### src/rtl/result_pkg.sv
// Shared constants and FSM state type for the result register file and its
// streaming consumer.
package result_pkg;

  localparam int NUM_RESULTS    = 10;
  localparam int DATA_WIDTH     = 32;
  localparam int BYTES_PER_WORD = DATA_WIDTH / 8;

  typedef enum logic [2:0] {
    IDLE,
    SEL,
    SEND,
    CLEAR,
    DONE
  } state_t;

endpackage

### src/rtl/result_byte_shifter.sv
// Holds one captured result word and presents it MSB byte first. The word is
// shifted left one byte each time the current byte is accepted.
module result_byte_shifter #(
  parameter int DATA_WIDTH = result_pkg::DATA_WIDTH
) (
  input  logic                  clk,
  input  logic                  n_rst,
  input  logic                  load,
  input  logic [DATA_WIDTH-1:0] load_data,
  input  logic                  shift,
  output logic [7:0]            byte_out
);

  logic [DATA_WIDTH-1:0] shift_q;

  // Capture a fresh word, or drop the accepted top byte.
  // NOTE: the datapath register is reset too, so tx_data reads 0 out of reset
  // rather than X; sequential state is always written with <= so every flop
  // samples pre-edge values regardless of statement order.
  always_ff @(posedge clk or negedge n_rst) begin
    if (!n_rst) begin
      shift_q <= '0;
    end else if (load) begin
      shift_q <= load_data;
    end else if (shift) begin
      shift_q <= shift_q << 8;
    end
  end

  assign byte_out = shift_q[DATA_WIDTH-1 -: 8];

endmodule

### src/rtl/result_streamer.sv
// Walks the result register file and serialises every word MSB byte first
// onto a valid/ready byte stream, optionally clearing the file afterwards.
module result_streamer #(
  parameter int NUM_RESULTS = result_pkg::NUM_RESULTS,
  parameter int DATA_WIDTH  = result_pkg::DATA_WIDTH,
  parameter int SEL_WIDTH   = 4
) (
  input  logic                  clk,
  input  logic                  n_rst,
  input  logic                  start,
  input  logic                  clear_after,
  output logic [SEL_WIDTH-1:0]  rf_out_sel,
  input  logic [DATA_WIDTH-1:0] rf_out_data,
  output logic                  rf_clear,
  output logic [7:0]            tx_data,
  output logic                  tx_valid,
  input  logic                  tx_ready,
  output logic                  tx_last,
  output logic                  busy,
  output logic                  done
);

  import result_pkg::*;

  localparam int BYTES = DATA_WIDTH / 8;
  localparam int CNT_W = (BYTES > 1) ? $clog2(BYTES) : 1;
  localparam logic [SEL_WIDTH-1:0] LAST_IDX  = SEL_WIDTH'(NUM_RESULTS - 1);
  localparam logic [CNT_W-1:0]     LAST_BYTE = CNT_W'(BYTES - 1);

  state_t               state_q, state_d;
  logic [SEL_WIDTH-1:0] idx_q, idx_d;
  logic [CNT_W-1:0]     byte_cnt_q, byte_cnt_d;
  logic                 clear_q, clear_d;
  logic                 last_byte;
  logic                 last_word;

  assign last_byte = (byte_cnt_q == LAST_BYTE);
  assign last_word = (idx_q == LAST_IDX);

  // FSM state, word index, byte counter and the latched clear request.
  always_ff @(posedge clk or negedge n_rst) begin
    if (!n_rst) begin
      state_q    <= IDLE;
      idx_q      <= '0;
      byte_cnt_q <= '0;
      clear_q    <= 1'b0;
    end else begin
      state_q    <= state_d;
      idx_q      <= idx_d;
      byte_cnt_q <= byte_cnt_d;
      clear_q    <= clear_d;
    end
  end

  // Next-state logic: one SEL cycle per word, then one SEND cycle per accepted byte.
  // NOTE: every signal gets its hold value first so no path leaves it unassigned,
  // which would otherwise infer a latch.
  always_comb begin
    state_d    = state_q;
    idx_d      = idx_q;
    byte_cnt_d = byte_cnt_q;
    clear_d    = clear_q;
    unique case (state_q)
      IDLE: begin
        if (start) begin
          idx_d   = '0;
          clear_d = clear_after;
          state_d = SEL;
        end
      end
      SEL: begin
        byte_cnt_d = '0;
        state_d    = SEND;
      end
      SEND: begin
        if (tx_ready) begin
          byte_cnt_d = byte_cnt_q + 1'b1;
          if (last_byte) begin
            if (last_word) begin
              state_d = clear_q ? CLEAR : DONE;
            end else begin
              idx_d   = idx_q + 1'b1;
              state_d = SEL;
            end
          end
        end
      end
      CLEAR:   state_d = DONE;
      DONE:    state_d = IDLE;
      default: state_d = IDLE;
    endcase
  end

  // The index only changes on entry to SEL, so it doubles as the held read select.
  assign rf_out_sel = idx_q;
  assign tx_valid   = (state_q == SEND);
  assign tx_last    = tx_valid && last_word && last_byte;
  assign rf_clear   = (state_q == CLEAR);
  assign done       = (state_q == DONE);
  assign busy       = (state_q != IDLE);

  result_byte_shifter #(
    .DATA_WIDTH (DATA_WIDTH)
  ) u_shifter (
    .clk       (clk),
    .n_rst     (n_rst),
    .load      (state_q == SEL),
    .load_data (rf_out_data),
    .shift     (tx_valid && tx_ready),
    .byte_out  (tx_data)
  );

endmodule

### config.mk
export PLATFORM = sky130hd
export DESIGN_NAME = result_streamer
export DESIGN_NICKNAME = d
export VERILOG_FILES = /design/src/rtl/result_pkg.sv /design/src/rtl/result_byte_shifter.sv /design/src/rtl/result_streamer.sv
export SDC_FILE = /design/constraint.sdc
export NUM_CORES = 1
export LEC_CHECK = 0
export CORE_MARGIN = 4
export CORE_UTILIZATION = 43
export DETAILED_ROUTE_END_ITERATION = 8
export PLACE_DENSITY = 0.84
export SYNTH_ARGS = -nofsm -noshare
export SYNTH_HDL_FRONTEND = slang
export SYNTH_SLANG_ARGS = --single-unit
### constraint.sdc
create_clock -name clk -period 1.7 [get_ports clk]
set_clock_uncertainty 0.2 [all_clocks]
set_input_delay 0.34 -clock clk [delete_from_list [all_inputs] [get_ports clk]]
set_output_delay 0.34 -clock clk [all_outputs]
set_load 0.02 [all_outputs]
# Yosys cells after proc, flatten, opt, wreduce, memory -nomap -nowiden
# Index checks and enable logic that the tools add are counted.
# op_classes
eq_ne	10
reduce_logical	12
muxes	15
n_addsub	2
# op_table
cell	count
32-bit two-way mux	2
4-bit two-way mux	4
3-bit two-way mux	5
3-bit one-hot mux with 4 select lines	1
4-bit one-hot mux with 2 select lines	1
3-bit by 2-bit == test with 1-bit output, second input constant	2
2-bit nonzero test	3
5-bit AND reduction	1
4-bit by 1-bit adder with 4-bit output, second input constant	1
4-bit == test, second input constant	1
2-bit by 1-bit != test with 1-bit output, second input constant	2
2-bit != test, second input constant	2
2-bit one-hot mux with 2 select lines	1
2-bit AND reduction	2
3-bit by 1-bit == test with 1-bit output, second input constant	1
3-bit == test, second input constant	1
1-bit logical AND	3
3-bit logical NOT	1
3-bit AND reduction	1
3-bit nonzero test	1
2-bit by 1-bit adder with 2-bit output, second input constant	1
2-bit == test, second input constant	1
2-bit two-way mux	1
# totals
inputBits	37
word_cells	44
out_inout_bits	17
regBits	42

# Longest topological paths before layout
# logic_depth
depth_word	5
mapped_depth	6
ltp_nobuf	6

# Modules after synthesis
# Synthesis repeated with hierarchy kept, for this count alone.
# unflattened
cells_unflattened	213
hier_area_um2	2177.1
# by_module_without_submodules
mod	instances	area_per_inst_um2	seq_area_each_um2	cells_per_inst
result_byte_shifter	1	1547.7	800.8	147
result_streamer	1	629.4	250.2	66

# Worst setup path before layout
# No wires, ideal clock.
# synth_path
kind	register to output
startpoint	register state_q[2]
endpoint	output tx_last
stages_incl_launch_ff	5
slack_ps	-104
t_arrival_ps	1264
path_buffers	1
required_ps	1160
cell_sequence	dfrtp_1 -> buf_2 -> or3b_4 -> clkinv_4 -> and3_1
# synth_via
elab_chain_len	3
# synth_lines
item	line	rtl
from (decl)	result_streamer.sv:30	state_t state_q, state_d;
from (signal assigned)	result_streamer.sv:48	state_q <= state_d;
3-bit by 2-bit == test with 1-bit output	result_streamer.sv:96	assign tx_valid = (state_q == SEND);
via tx_valid	result_streamer.sv:16	output logic tx_valid,
1-bit logical AND (2 in series)	result_streamer.sv:97	assign tx_last = tx_valid && last_word && last_byte;
to (decl)	result_streamer.sv:18	output logic tx_last,
# The timed path passes the listed nets, and every way through them passes these cells.

# Final worst setup path
# layout_path
startpoint	register state_q[2]
endpoint	output tx_last
# layout_via
elab_chain_len	3
# layout_lines
item	line
3-bit by 2-bit == test with 1-bit output	result_streamer.sv:96
1-bit logical AND (2 in series)	result_streamer.sv:97
# No other way between the ends.

==> summary.md <==
| Metric | Value |
|---|---|
| N_diodes | `0` |
| Hold EP | `u_shifter.shift_q[31]` |
| Worst setup margin | `-0.267 ns` |
| Share of cells above drive strength 1 | `27.4%` |
| Total GRT Usage | `15.7%` |
| Mux cell area share after synthesis | `12.8%` |
| CTS tree | `built` |
| Arrival @ worst endpoint | `1.43 ns` |
| Antenna viol nets, final | `0` |
| Setup TNS | `-3.03 ns` |
| Peak VDD IR | `0.778 mV` |
| Later-pin clock latency in the skew report | `0.28 ns` |
| Total power | `4.59 mW` |
| Overflow after GRT | `0` |
| Routed WL | `4770 um` |
| Final Wtd Congestion | `0.849` |
| Crit end category | `primary output` |
| Hold slack | `0.283 ns` |
| Clock-pin slew of the registers on the worst-case setup and hold paths | `0.07 ns` |
| Drt via density | `4.98` |
| Mean routed wirelength per cell | `15.1 um` |
| Min Tclk post-route | `1.97 ns` |
| Syn nets | `227` |
| Final hold violation count | `0` |
| Post-route DRC | `0` |
| Register bit count reported by yosys | `42` |
| Sequential fraction of the synthesis area | `51.5%` |
| Layout fillers | `334` |
| Worst endpoint required time | `1.16 ns` |
| Static leakage | `1.36 nW` |
| # clock sinks | `42` |
| Synth Area in Compound Gates | `14.0%` |
| Period Utilization, post-route | `116%` |
| 1st-pass router iterations | `4` |
| Yosys Warn Count | `0` |
| Hold path cells | `2` |
| WS Path Type | `flip-flop to primary output` |
| Post-Syn Area per Cell | `10.9 um^2` |
| Post-synthesis adder-cell area fraction | `1.84%` |
| Worst-path maximum fanout | `3` |
| Die W | `76.9 um` |
| Synth Instances | `187` |
| CTS Buf Count | `5` |
| Root Buffer | `clkbuf_8` |
| Simple-Gate Fraction of Synth Area | `12.1%` |
| Nets | `303` |
| Die Y | `76.9 um` |
| Status | `finished with violations` |
| IO buf count | `53` |
| P&R area growth vs syn | `49.7%` |
| Largest family of logic cells by synthesized area | `compound AO/OA/AOI/OAI gates` |
| HP Start | `u_shifter.shift_q[31]` |
| # setup viols final | `41` |
| Share of Yosys cell area claimed by the top area cell type | `51.5%` |
| Core Footprint | `4470 um^2` |
| Largest area contributor in the netlist | `dfrtp_1` |
| First-pass GRT wire length | `7470 um` |
| Worst Tran Pin Value | `0.492 ns` |
| Post-Synth XOR/XNOR Area | `0%` |
| Via count | `1569` |
| Maxcap violations | `0` |
| Final core utilization | `68.2%` |
| 1st-iter DRT viols | `92` |
| EDFF count, synth | `0` |
| H-tree depth | `2` |
| Largest cells by area after synthesis | `dfrtp_1 52%, mux2i_1 12%, nand2_1 5.2%` |
| Pwr dens | `1500 nW/um^2` |
| R2R depth | `6` |
| HPWL after DPL | `3190 um` |
| Io pins | `54` |
| Row count | `24` |
| Initial antenna violation count | `0` |
| Mapped cell area | `2040 um^2` |
| Clock tree buffer depth | `2` |
| Pin count of the biggest net entering global routing | `41` |
| Hold Crit Class | `flip-flop to flip-flop` |
| Die footprint | `5910 um^2` |
| Initial Util | `45.6%` |
| Post-synthesis cell type count | `36` |
| Reg2reg end | `u_shifter.shift_q[6]` |
| Vias in the first global route | `1657` |
| Ys async rst share | `100%` |
| RSZ-0062 raised after global routing | `true` |
| Pre-CTS setup slack | `-0.444 ns` |
| R2r setup slk | `-0.10 ns` |
| Slew Viols, Final | `0` |
| Fmax | `508 MHz` |
| Violated checks | `setup timing` |
| Ys flop type | `dfrtp_1` |
| Worst rel slew slack | `67.2%` |
| FF-to-FF Start | `state_q[0]` |
| CP startpoint kind | `flip-flop` |
-- layout by cell type, fill, tap and decap left out, drive strengths merged, types with 2 or more instances in the layout --
master         count
clkdlybuf4s15      3
nor2               3
dfrtp             42
dlygate4sd2        9
a21oi              3
nor3b              2
o22ai              2
nand2             29
clkdlybuf4s50     35
ha                 3
a22o               8
clkbuf             8
inv                2
mux2i             25
nand2b             3
nand3              2
buf               39
o21ai             28
nand3b             2
-- kinds of logic after synthesis --
family | after synthesis
AND/OR/NAND/NOR | 48
adder cells (fa/ha/maj) | 3
AO/OA/AOI/OAI | 46
multiplexers | 26
flip-flops | 42
buffers and inverters | 22
-- synth_stat cells (3+ instances only) --
cell and n:
buf_4 8, o21ai_1 10, mux2i_1 25, nand2_1 28, o21ai_0 18, ha_1 3, buf_6 4, a22o_1 8
dfrtp_1 42, buf_2 6, a21oi_1 3
-- flip-flops by register name, summed over array words and instances, names as in the netlist --
register           count
byte_cnt_q             2
rf_out_sel             4
u_shifter.shift_q     32
state_q                3
clear_q                1
-- where the power goes --
part | switching, mW | internal (mW)
Clock | 0.307 | 0.283
Combinational | 1.18 | 1.29
Sequential | 0.197 | 1.34
-- critical path: stages, from the launching register on --
cell	delay (ns)
dfrtp_1	0.38
or3b_4	0.42
clkinv_4	0.06
and3_4	0.17
buf_6	0.11
-- worst max-delay path by stage --
stage / startpoint / slack (ns) / end / cells after the start
floorplan: state_q[2] / -0.06 / tx_last / 4
global placement: state_q[0] / -0.44 / tx_last / 4
detailed placement: state_q[0] / -0.44 / tx_last / 4
CTS: state_q[2] / -0.28 / tx_last / 4
global route: state_q[2] / -0.30 / tx_last / 4
finish: state_q[2] / -0.27 / tx_last / 4
-- per-stage QoR --
step	cells	cell area [um^2]
after CTS	312	2920
after floorplan	187	2040
after global routing	315	3050
final	315	3050
after detailed placement	295	2690
after global placement	295	2690
-- per-layer routing --
metal / track usage [%] / vias to the layer above / share of wire [%]
met1: 20.1 / 723 / 43
li1: - / 801 / -
met2: 26.6 / 40 / 51
met3: 2.46 / 5 / 4.0
met5: 0 / - / 0
met4: 6.16 / 0 / 1.3
-- cell type report --
type | count | area [um^2] | area share, %
multi-input combinational | 123 | 965 | 31.6
clock buffer | 7 | 76.3 | 2.50
inverter | 3 | 16.3 | 0.533
timing repair buffer | 88 | 880 | 28.8
tap | 52 | 65.1 | 2.13
sequential | 42 | 1050 | 34.4
-- what timing repair did --
action / CTS / global route
hold endpoints to repair: 18 / 0
endpoints found under the setup margin: 44 / 46
setup buffers: 7 / 4
hold buffers: 1 / 0
resized for setup: 78 / 26
pin swaps: 6 / 15
cloned: 2 / 0
Power figures use the tool's default switching activity.
